[src/rtl/pc_fetch_control.sv]
// PC register and fetch sequencer for the KGP miniRISC core: boot, run, branch-flush
// bubble and terminal halt, with a fetch counter and a sticky misaligned-target flag.
module pc_fetch_control #(
  parameter int unsigned     PC_W     = 32,
  parameter int unsigned     PC_STEP  = 4,
  parameter logic [PC_W-1:0] RESET_PC = '0
) (
  input  logic            clk,
  input  logic            rst,
  input  logic            stall,
  input  logic            branch_taken,
  input  logic [PC_W-1:0] branch_target,
  input  logic            halt,
  output logic [PC_W-1:0] pc,
  output logic            fetch_valid,
  output logic            halted,
  output logic            misalign,
  output logic [31:0]     fetch_count
);

  typedef enum logic [1:0] {
    BOOT,
    RUN,
    FLUSH,
    HALT
  } state_t;

  state_t          state, state_n;
  logic [PC_W-1:0] pc_n;
  logic            misalign_n;
  logic            count_en;
  logic            target_misaligned;

  // Alignment is only enforced for the word-sized instruction step.
  assign target_misaligned = (PC_STEP == 4) && (branch_target[1:0] != 2'b00);

  always_comb begin
    state_n    = state;
    pc_n       = pc;
    misalign_n = misalign;
    count_en   = 1'b0;
    case (state)
      BOOT:  state_n = halt ? HALT : RUN;
      RUN: begin
        if (halt) begin
          state_n = HALT;
        end else if (branch_taken && target_misaligned) begin
          state_n    = HALT;
          misalign_n = 1'b1;
        end else if (branch_taken) begin
          pc_n     = branch_target;
          state_n  = FLUSH;
          count_en = !stall;
        end else if (!stall) begin
          pc_n     = pc + PC_W'(PC_STEP);
          count_en = 1'b1;
        end
      end
      FLUSH: state_n = halt ? HALT : RUN;
      HALT:  state_n = HALT;
      default: state_n = BOOT;
    endcase
  end

  always_ff @(posedge clk or posedge rst) begin
    if (rst) begin
      state       <= BOOT;
      pc          <= RESET_PC;
      misalign    <= 1'b0;
      fetch_count <= '0;
    end else begin
      state    <= state_n;
      pc       <= pc_n;
      misalign <= misalign_n;
      if (count_en) fetch_count <= fetch_count + 32'd1;
    end
  end

  assign fetch_valid = (state == RUN);
  assign halted      = (state == HALT);

endmodule

[config.mk]
export PLATFORM = sky130hd
export DESIGN_NAME = pc_fetch_control
export DESIGN_NICKNAME = d
export VERILOG_FILES = /design/src/rtl/pc_fetch_control.sv
export SDC_FILE = /design/constraint.sdc
export NUM_CORES = 1
export LEC_CHECK = 0
export CAP_MARGIN = 20
export CORE_MARGIN = 2
export CORE_UTILIZATION = 45
export CTS_CLUSTER_DIAMETER = 150
export DETAILED_ROUTE_END_ITERATION = 6
export GPL_ROUTABILITY_DRIVEN = 0
export GPL_TIMING_DRIVEN = 0
export HOLD_SLACK_MARGIN = 0.08
export MAX_ROUTING_LAYER = met4
export PLACE_DENSITY = 0.75
export SYNTH_ARGS = -nofsm -noshare
export SYNTH_HDL_FRONTEND = slang
export SYNTH_SLANG_ARGS = --single-unit
export TNS_END_PERCENT = 1
[constraint.sdc]
create_clock -name clk -period 3.8 [get_ports clk]
set_input_delay 0.76 -clock clk [delete_from_list [all_inputs] [get_ports clk]]
set_output_delay 0.76 -clock clk [all_outputs]
set_load 0.01 [all_outputs]
# == Word level (Yosys, flattened, before mapping) ==
# Index checks and enable logic that the tools add are counted.
# word_totals
regBits,67
inputBits,37
output_inout_bits,67
# op_classes
addsub,2
eq_ne,5
mux,12
bitwise,2
n_reduce_logical,7
# ops
op,n
$mux W32,2
$add A32 B1 Y32 const B,1
$add A32 B3 Y32 const B,1
$mux W2,4
$pmux W2 S3,1
$mux W1,5
$eq A2 B2 Y1 const B,2
$ne A4 B3 Y1 const B,1
$reduce_and A4 Y1,1
$reduce_and A3 Y1,1
$eq A2 B1 Y1 const B,1
$logic_not A2 Y1,1
$ne A2 B1 Y1 const B,1
$not A1 Y1,2
$reduce_bool A2 Y1,1
$reduce_or A2 Y1,1
$logic_and A1 B1 Y1,1
$logic_not A1 Y1,1

# == Longest topological paths before layout ==
# logic_depth
ltp_word,5
ltp_mapped,7
ltp_nobuf,6

# == Worst setup path after synthesis ==
# Ideal clock, no wire load.
# synth_path
path_type,input port to flip-flop
start,input halt
end,register fetch_count[21]
arrival_ns,2.134
t_required_ns,3.721
slack_ns,1.587
stages,5
path_buffers,0
path_cell_list,or3b_4 -> nor4_4 -> nand4_2 -> nor4b_2 -> xor2_1
# synth_via
elab_chain_cells,2
# synth_lines
item,line,rtl
from (decl),13,"input logic halt,"
$mux W1,45,if (halt) begin
$mux W1,42,case (state)
to (signal assigned),75,if (count_en) fetch_count <= fetch_count + 32'd1;
to (decl),18,output logic [31:0] fetch_count
# Every way passes these cells.
# A chain may end at the register's enable or synchronous reset.

# == Worst setup path in the final report ==
# layout_path
start,input halt
end,register fetch_count[16]
# Same word-level chain as after synthesis.

==> impl_metrics.env <==
export IMPL_multi_input_area_sq_um=1870
export IMPL_synth_seq_cells=67
export IMPL_core_area_sq_um=7770
export IMPL_grt_total_usage=0.252
export IMPL_rows=32
export IMPL_post_synth_inst_count=391
export IMPL_slew_viol_final=0
export IMPL_final_layout_size_suffix_gt1_frac=0.0610
export IMPL_cts_buffers_inserted=9
export IMPL_area_delta_synth_final_pct=37.0
export IMPL_die_y_um=93.9
export IMPL_hold_slack_ps=460
export IMPL_setup_slack_ps=1230
export IMPL_synth_avg_cell_area_sq_um=9.30
export IMPL_tns_ps=0
export IMPL_syn_cell_area_sq_um=3640
export IMPL_drt_initial_drc_count=354
export IMPL_tightest_slew_ps=826
export IMPL_grt_pass1_vias=3346
export IMPL_vias=3601
export IMPL_arrival_ps=2840
export IMPL_ys_top_cells_by_area="dfrtp_1 46%, nand2_1 4.4%, xor2_1 4.1%, o21ai_0 3.6%, xnor2_1 3.4%"
export IMPL_setup_viol=0
export IMPL_synth_nets=430
export IMPL_cts_num_sinks=67
export IMPL_place_hpwl_um=7510
export IMPL_final_fill_count=672
export IMPL_pwr_share_comb=0.083
export IMPL_async_reset_ff_frac=1.00
export IMPL_post_cts_buffers=0
export IMPL_status="completed"
export IMPL_path_depth=6
export IMPL_synth_top_area_frac=0.461
export IMPL_switching_share=0.251
export IMPL_antenna_found_initial=0
export IMPL_avgViaCountPerCell=5.90
export IMPL_yosys_warnings=0
export IMPL_die_w_um=93.9
export IMPL_power_share_clock=0.420
export IMPL_io_buffers=101
export IMPL_yosysSeqAreaShare=0.461
export IMPL_switchingPower_uw=370
export IMPL_fin_nets=542
export IMPL_synthDistinctLibCells=54
export IMPL_fin_skew_ps=9.70
export IMPL_grt_overflow_total=0
export IMPL_grt_max_degree=68
export IMPL_slew_headroom=0.450
export IMPL_clk_latency_ps=340
export IMPL_p_leak_uw=0.00203
export IMPL_drc=0
export IMPL_cp_num_buf_inv=1
export IMPL_irDropWorstVdd_uv=151
export IMPL_intPower_uw=1100
export IMPL_hp_class="register to register"
export IMPL_slowest_delay_ps=460
export IMPL_regArea_sq_um=1680
export IMPL_start_util=0.468
export IMPL_die_area_sq_um=8820
export IMPL_slowest_stage="nor4_1"
export IMPL_ctsHoldBuffers=0
export IMPL_detail_route_antenna_nets=0
export IMPL_r2r_cells=5
export IMPL_cap_viol_max_count=0
export IMPL_min_period_ps=2570
export IMPL_max_freq_mhz=389
export IMPL_htree_levels=3
export IMPL_mostFrequentLayoutCell="clkdlybuf4s50_1"
export IMPL_most_common_layout_cells="101 x clkdlybuf4s50_1, 67 x dfrtp_1, 43 x nand2_1"
export IMPL_cts_resized=0
export IMPL_wl_per_cell_um=17.3
export IMPL_cp_required_ps=4070
export IMPL_seq_power_share=0.497
export IMPL_ios=104
export IMPL_grt_pass1_wl_um=17000
export IMPL_path_clk_slew_ps=80
export IMPL_crit_family="simple AND/OR/NAND/NOR gates"
export IMPL_end_kind="register"
export IMPL_worstSetupStartpointType="primary input"
export IMPL_final_core_util=0.641
export IMPL_cts_tree="done"
export IMPL_synth_edf_count=0
export IMPL_finalCritPeriodShare=0.676
export IMPL_synth_main_ff_cell="dfrtp_1"
export IMPL_holdPathStages=1
export IMPL_crit_type="primary input to register"
export IMPL_path_cells="clkdlybuf4s50_1, or3b_4, nor2_4, nand4_1, nor4_1, xor2_1"
export IMPL_drt_total_wl_um=10600
export IMPL_rsz0062_at_grt="no"
export IMPL_dp_slack_ps=866
export IMPL_p_per_area_nw_per_um2=296
export IMPL_hold_viol_final=0
export IMPL_cts_path_max_buffers=2
export IMPL_cp_max_fo=9
export IMPL_clock_root_buffer="clkbuf_8"
export IMPL_yosysTopAreaCell="dfrtp_1"
export IMPL_n_antenna_cell=0
export IMPL_detail_route_first_pass_iterations=5
[power groups by stage]
stage	registers [uW]	logic, uW	clock network [uW]
final	733	122	618
after floorplan	747	47.3	0
after global placement	746	120	0
after detailed placement	746	121	0
after global routing	734	132	655
after CTS	732	122	623
[routing by layer]
metal	vias to the layer above	track usage	part of all wire
li1	1659	-	-
met1	1725	0.368	0.45
met2	192	0.353	0.44
met3	25	0.0353	0.081
met4	0	0.104	0.023
met5	-	-	0
[metrics by stage]
| stage | total power, uW | instance area [sq um] | std cells |
|---|---|---|---|
| 2_1_floorplan | 795 | 3640 | 391 |
| 3_3_place_gp | 866 | 4770 | 594 |
| 3_5_place_dp | 867 | 4780 | 594 |
| 4_1_cts | 1480 | 4980 | 610 |
| 5_1_grt | 1520 | 4980 | 610 |
| 6_report | 1470 | 4980 | 610 |
[final timing paths]
path | startpoint | end | slack (ps)
min in group asynchronous | rst | fetch_count[30] | 940
max in group asynchronous | rst | state[0] | 2320
worst max register to register | pc[2] | pc[20] | 1460
worst min register to register | misalign | misalign | 460
worst min-delay path | misalign | misalign | 460
worst max-delay path | halt | fetch_count[16] | 1230
[layout make-up]
cell class              instances  area share
well taps                     102      0.0256
clock inverters                 6      0.0131
inverters                       7     0.00578
clock buffers                  10      0.0276
plain buffers                  15      0.0118
repair buffers                101       0.203
flip-flops and latches         67       0.337
multi-input cells             302       0.376
[cells in the mapped netlist (5+ instances only)]
master and count:
o22ai_1 8, a311oi_1 5, xnor2_1 14, dfrtp_1 67
or3_1 5, nand4_1 13, nor2_1 31, and2_1 11
nand3_1 20, inv_1 7, xor2_1 17, a211oi_1 5
nand2_1 43, and4_1 10, o21ai_0 26, a21oi_1 11
clkbuf_1 12, nor3_1 15, nor4_1 7
[state kept, by name (all words and copies together) (netlist names)]
signal       count
fetch_count     32
pc              32
state            2
misalign         1
[logic make-up (layout without fill, tap and decap cells)]
logic type,Yosys count,after routing,synth area share
fa+ha+maj,2,2,0.00688
flops,67,67,0.461
xor+xnor,31,31,0.0747
compound gates,85,85,0.153
mux,3,3,0.00860
buf+inv,22,139,0.0234
simple gates,181,181,0.273
Note: power is estimated with default switching activity, not from simulation.
